File: config.mk
export PLATFORM = sky130hd
export DESIGN_NAME = pwm_capture
export DESIGN_NICKNAME = d
export VERILOG_FILES = /design/src/rtl/pwm_pkg.sv /design/src/rtl/pwm_sync_edge.sv /design/src/rtl/pwm_capture.sv
export SDC_FILE = /design/constraint.sdc
export NUM_CORES = 1
export LEC_CHECK = 0
export CAP_MARGIN = 20
export CORE_MARGIN = 1
export CORE_UTILIZATION = 40
export CTS_BUF_LIST = sky130_fd_sc_hd__clkbuf_4 sky130_fd_sc_hd__clkbuf_8
export DETAILED_ROUTE_END_ITERATION = 10
export PLACE_DENSITY_LB_ADDON = 0.2
export RECOVER_POWER = 25
export SLEW_MARGIN = 20
export SYNTH_ARGS = -nofsm -noshare
export SYNTH_HDL_FRONTEND = slang
export SYNTH_HIERARCHICAL = 1
export SYNTH_SLANG_ARGS = --single-unit
File: constraint.sdc
create_clock -name clk -period 5.7 [get_ports clk]
set_clock_uncertainty 0.15 [all_clocks]
set_input_delay 1.14 -clock clk [delete_from_list [all_inputs] [get_ports clk]]
set_output_delay 1.14 -clock clk [all_outputs]
set_load 0.01 [all_outputs]
File: src/rtl/pwm_pkg.sv
// pwm_pkg: definitions shared by the PWM generator and the PWM capture path.
//   PWM_WIDTH   - default counter / result width
//   pwm_state_e - capture FSM states (IDLE, ARM, MEAS)
package pwm_pkg;

   localparam int PWM_WIDTH = 16;

   typedef enum logic [1:0] {
      IDLE = 2'd0,   // disabled, counters held at 0
      ARM  = 2'd1,   // waiting for a first rising edge to anchor the period
      MEAS = 2'd2    // anchored, every rising edge closes one period
   } pwm_state_e;

endpackage

File: src/rtl/pwm_sync_edge.sv
// pwm_sync_edge: brings an asynchronous PWM input into the clk domain and
// flags its rising edges.
//   clk, rst_n  - clock, async active-low reset
//   pwm_in      - raw asynchronous PWM input
//   s           - synchronized level (last synchronizer stage)
//   rise        - s went 0->1 this cycle (s & ~s_d)
module pwm_sync_edge #(
   parameter int SYNC_STAGES = 2
) (
   input  logic clk,
   input  logic rst_n,
   input  logic pwm_in,
   output logic s,
   output logic rise
);

   logic [SYNC_STAGES-1:0] sync_q;
   logic                   s_d;

   always_ff @(posedge clk or negedge rst_n) begin
      if (!rst_n) begin
         sync_q <= '0;
         s_d    <= 1'b0;
      end else begin
         sync_q <= {sync_q[SYNC_STAGES-2:0], pwm_in};
         s_d    <= sync_q[SYNC_STAGES-1];
      end
   end

   assign s    = sync_q[SYNC_STAGES-1];
   assign rise = s & ~s_d;

endmodule

File: src/rtl/pwm_capture.sv
// pwm_capture: measures period and high time of an incoming PWM in clk cycles.
//   clk, rst_n   - clock, async active-low reset
//   enable       - level-sensitive measurement enable
//   pwm_in       - asynchronous PWM input
//   period, duty - last measured period / high time (held between reports)
//   valid        - one-cycle pulse when period/duty update
//   timeout      - one-cycle pulse when no rising edge for 2^WIDTH-1 cycles
//   stuck_level  - synced input level captured at the last timeout
module pwm_capture
   import pwm_pkg::*;
#(
   parameter int WIDTH       = PWM_WIDTH,
   parameter int SYNC_STAGES = 2
) (
   input  logic             clk,
   input  logic             rst_n,
   input  logic             enable,
   input  logic             pwm_in,
   output logic [WIDTH-1:0] period,
   output logic [WIDTH-1:0] duty,
   output logic             valid,
   output logic             timeout,
   output logic             stuck_level
);

   localparam logic [WIDTH-1:0] CNT_MAX = '1;
   localparam logic [WIDTH-1:0] ONE     = WIDTH'(1);

   logic             s;
   logic             rise;
   pwm_state_e       state;
   logic [WIDTH-1:0] cnt;
   logic [WIDTH-1:0] hcnt;

   pwm_sync_edge #(
      .SYNC_STAGES (SYNC_STAGES)
   ) u_sync (
      .clk    (clk),
      .rst_n  (rst_n),
      .pwm_in (pwm_in),
      .s      (s),
      .rise   (rise)
   );

   always_ff @(posedge clk or negedge rst_n) begin
      if (!rst_n) begin
         state       <= IDLE;
         cnt         <= '0;
         hcnt        <= '0;
         period      <= '0;
         duty        <= '0;
         valid       <= 1'b0;
         timeout     <= 1'b0;
         stuck_level <= 1'b0;
      end else begin
         valid   <= 1'b0;
         timeout <= 1'b0;
         if (!enable) begin
            // disable overrides everything, including a coincident rise
            state <= IDLE;
            cnt   <= '0;
            hcnt  <= '0;
         end else begin
            unique case (state)
               IDLE: state <= ARM;
               ARM, MEAS: begin
                  if (rise) begin
                     // rise wins over saturation, so a period of exactly
                     // CNT_MAX is still reported
                     if (state == MEAS) begin
                        period <= cnt;
                        duty   <= hcnt;
                        valid  <= 1'b1;
                     end
                     state <= MEAS;
                     cnt   <= ONE;
                     hcnt  <= ONE;
                  end else if (cnt == CNT_MAX) begin
                     // no edge for a full counter span: input is stuck
                     timeout     <= 1'b1;
                     stuck_level <= s;
                     state       <= ARM;
                     cnt         <= '0;
                     hcnt        <= '0;
                  end else begin
                     // cnt never passes CNT_MAX: the branch above catches it
                     cnt <= cnt + ONE;
                     if (s && hcnt != CNT_MAX) hcnt <= hcnt + ONE;
                  end
               end
               default: state <= IDLE;
            endcase
         end
      end
   end

endmodule

### Word level (Yosys, flattened, before mapping)

Cells that the tools add are included.
Widths: inputs -> output; s select.

| operators by class | value |
|---|---|
| $add $sub $neg | 2 |
| bitwise operators | 3 |
| reductions and logical operators | 6 |
| eq/ne operators | 7 |
| muxes and demuxes | 21 |

Operators with widths:

| kind | count |
|---|---|
| $mux 16 | 9 |
| $add 16x1->16 const B | 2 |
| $eq 16x16->1 const B | 1 |
| $ne 16x16->1 const B | 1 |
| $mux 1 | 8 |
| $reduce_and 4->1 | 2 |
| $mux 2 | 3 |
| $ne 4x1->1 const B | 1 |
| $ne 4x4->1 const B | 1 |
| $pmux 2 s2 | 1 |
| $eq 2x1->1 const B | 1 |
| $eq 2x2->1 const B | 1 |
| $logic_not 2->1 | 1 |
| $ne 2x1->1 const B | 1 |
| $not 1->1 | 2 |
| $reduce_and 2->1 | 1 |
| $reduce_or 2->1 | 1 |
| $and 1x1->1 | 1 |
| $logic_and 1x1->1 | 1 |

| storage, ports and cells | value |
|---|---|
| output and inout bits | 35 |
| bits of input ports | 4 |
| register bits after elaboration | 72 |
| word-level logic and storage cells | 49 |

### Logic depth before layout (Yosys ltp)

| logic depth | value |
|---|---|
| depth in word-level cells | 7 |
| depth in mapped cells | 9 |
| mapped depth without buffers | 7 |

### Modules after synthesis

Netlist, hierarchy kept.

By module, submodules not included:

| module | sequential area each (um^2) | cells each | area an instance (um^2) | instances |
|---|---|---|---|---|
| pwm_capture | 1726.7 | 308 | 3248.1 | 1 |
| pwm_sync_edge | 75.1 | 4 | 88.8 | 1 |

### Worst setup path after synthesis

Ideal clock, no wire load.

| path | value |
|---|---|
| path kind | input to register |
| from | input port enable |
| to | register hcnt[13] |
| path buffers | 1 |
| stages | 6 |
| path slack | 2.619 ns |
| required time | 5.481 ns |
| setup time | 0.069 ns |
| data arrival time | 2.862 ns |
| cell sequence | nor2b_2 buf_6 or4b_4 or3_4 or4_1 nand3_1 |

| between the ends | value |
|---|---|
| cells in the longest elaborated chain, start to end | 2 |
| elaborated cells between the ends (all ways) | 4 |
| those cells by class | eq/ne: 2; mux: 1; reduce/logical: 1 |

RTL lines:

| item | RTL line | source |
|---|---|---|
| start: declaration | pwm_capture.sv:17 | `input logic enable,` |
| $ne 4x1->1 (no source line) or $ne 2x1->1 (tied branches) | - |  |
| $reduce_and 2->1 (no source line) | - |  |
| end signal: assignment | pwm_capture.sv:88 | `if (s && hcnt != CNT_MAX) hcnt <= hcnt + ONE;` |
| end: declaration | pwm_capture.sv:33 | `logic [WIDTH-1:0] hcnt;` |

Several ways; a longest one is shown, not always the timed one.
A chain may end at the register's enable or synchronous reset.

### Worst setup path after layout

Ends and elaborated chain as after synthesis.

==> impl_metrics.json <==
{
  "rr_worst_depth": 7,
  "drt-total-wl_um": 6645,
  "crit_fanout": 19,
  "rows": 32,
  "synth_fp_nets": 321,
  "max_freq_mhz": 282.6,
  "met1_usage": 0.2222,
  "setup_tns_ps": 0,
  "drv_slew": 45,
  "critPathRequiredTime_ps": 5830,
  "fin_crit_ps": 3539,
  "start_kind": "input pin",
  "core_um2": 7888,
  "reg2reg_slack_ps": 2830,
  "path_clk_slew_ps": 70,
  "grt_pass1_vias": 2472,
  "critPathArrivalTime_ps": 3660,
  "final_common_cell": "dfrtp_1",
  "ys_ff_latch": 72,
  "avgSynthCellArea_um2": 10.70,
  "place.gp.congestion": 0.8074,
  "globalRouteMet3Util": 0.04309,
  "tightest_slew_ps": 2312,
  "diodes": 0,
  "drive_above_1_share": 0.1493,
  "grt_use_met2": 0.2911,
  "yosysWarnings": 6,
  "final_nets": 361,
  "mostFrequentLayoutCells": "dfrtp_1 (72), clkdlybuf4s50_1 (37), nand2_1 (33)",
  "busiest_layer": "met2",
  "dieArea_um2": 8711,
  "drc": 0,
  "first_pass_iters": 4,
  "outcome": "finished with violations",
  "min_path_cells": 0,
  "setup_viol": 0,
  "cap_violations": 1,
  "peakVddDrop_v": 0.0001287,
  "whs_ps": 198.5,
  "ys_seq_area_frac": 0.5399,
  "numClockSinks": 72,
  "post_cts_buffers": 0,
  "root_buffer": "clkbuf_8",
  "die_width_um": 93.34,
  "io_pins": 39,
  "ant_nets": 0,
  "start_util": 0.4231,
  "powerDensity_nw_per_um2": 257.8,
  "hold_violations": 0,
  "area_growth_pct": 18.86,
  "ctsResizeCount": 0,
  "drt_iter0_drc": 90,
  "power_mw": 1.023,
  "die_y_um": 93.34,
  "synthCells": 312,
  "grt_use_total": 0.1760,
  "synth-async-reset-ratio": 1.000,
  "synth_cell_types": 48,
  "clk_latency_ps": 340,
  "drt-vias-per-instance": 5.444,
  "cts_tree": "done",
  "slew_headroom": -0.5412,
  "syn_area_um2": 3337,
  "wl_per_cell_um": 14.54,
  "dpl.hpwl_um": 4646,
  "p_leak_nw": 1.715,
  "hold_path_class": "register to register",
  "via_count": 2488,
  "fin_crit_sh": 0.6209,
  "port_buffers": 38,
  "overflow": 0,
  "grt_pass1_wl_um": 11770,
  "critPathKind": "input pin to register",
  "antenna_found_initial": 0,
  "holdBufCountCts": 0,
  "synth_top_flop_cell": "dfrtp_1",
  "endpoint_kind": "register",
  "htreeDepth": 3,
  "violations": "max-capacitance violations, max-slew violations",
  "grt_max_degree": 45,
  "synth_edf_count": 0,
  "cts_made_buffers": 9,
  "clock_path_buffers": 2,
  "rsz0062_at_grt": "no"
}
==> flip-flops by register name, indices dropped and copies added, names as in the netlist <==
| name | flops |
|---|---|
| cnt | 16 |
| duty | 16 |
| hcnt | 16 |
| period | 16 |
| state | 2 |
| u_sync/sync_q | 2 |
| stuck_level | 1 |
| timeout | 1 |
| u_sync/s_d | 1 |
| valid | 1 |
==> worst max-delay path, cell delays in order <==
cell and delay (ps):
clkdlybuf4s50_1 590, nor2b_2 370, or4b_4 580, or3_4 410, or4_1 470, nand3_1 90
==> final cells by class <==
cell class,instances,area [um^2]
Timing Repair Buffer,41,396.6
Clock buffer,13,160.2
Tap cell,102,127.6
Fill cell,736,3921
Inverter,11,41.29
Clock inverter,1,5.005
Multi-Input combinational cell,217,1434
Sequential cell,72,1802
==> where the power goes <==
group	switching, mW	leakage [nW]	total [mW]	internal (mW)
clock network	0.171	0.0896	0.350	0.179
logic	0.0808	0.631	0.125	0.0440
registers	0.0184	0.994	0.548	0.529
==> synthesized netlist by cell type (8+ instances only) <==
master / instances / share of area
dfrtp_1: 72 / 0.54
nand2_1: 33 / 0.037
mux2_2: 26 / 0.088
nand3_1: 23 / 0.034
o21ai_0: 21 / 0.031
nor2_1: 16 / 0.018
inv_1: 11 / 0.012
a21oi_1: 9 / 0.013
or4_1: 9 / 0.020
clkbuf_1: 8 / 0.0090
nand4_1: 8 / 0.015
o211ai_1: 8 / 0.018
==> per-layer routing <==
layer	up-vias	wire, um
li1	1218	-
met1	1217	3062
met2	45	3237
met3	8	252
met4	0	93
met5	-	0
==> through the flow <==
| stage | std cells | instance area (um^2) | util | worst slack, ps |
|---|---|---|---|---|
| final | 457 | 3966 | 0.5029 | 2161 |
| after global routing | 457 | 3966 | 0.5029 | 2046 |
| after CTS | 457 | 3968 | 0.5030 | 2177 |
| after detailed placement | 443 | 3802 | 0.4821 | 1807 |
| after global placement | 443 | 3802 | 0.4821 | 1854 |
| after floorplan | 312 | 3337 | - | 2619 |
==> cell families (layout without fill, tap and decap cells) <==
| logic type | count (synthesis) | after routing | share of synthesized area |
|---|---|---|---|
| and+or+nand+nor | 122 | 122 | 0.1957 |
| muxes | 26 | 26 | 0.08774 |
| xor gates and xnor gates | 7 | 7 | 0.01837 |
| buffers and inverters | 23 | 66 | 0.03037 |
| adders and majority gates | 5 | 5 | 0.01875 |
| AOI/OAI and AO/OA | 57 | 57 | 0.1091 |
| DFF | 72 | 72 | 0.5399 |
==> final timing paths <==
check / startpoint / endpoint
worst max-delay path: enable / hcnt[13]$_DFFE_PN0P_
worst max register to register: state[1]$_DFFE_PN0P_ / hcnt[13]$_DFFE_PN0P_
max in group asynchronous: rst_n / period[6]$_DFFE_PN0P_
min in group asynchronous: rst_n / hcnt[14]$_DFFE_PN0P_
worst min register to register: u_sync/sync_q[0]$_DFF_PN0_ / u_sync/sync_q[1]$_DFF_PN0_
worst min-delay path: u_sync/sync_q[0]$_DFF_PN0_ / u_sync/sync_q[1]$_DFF_PN0_
(Power assumes the default switching activity.)
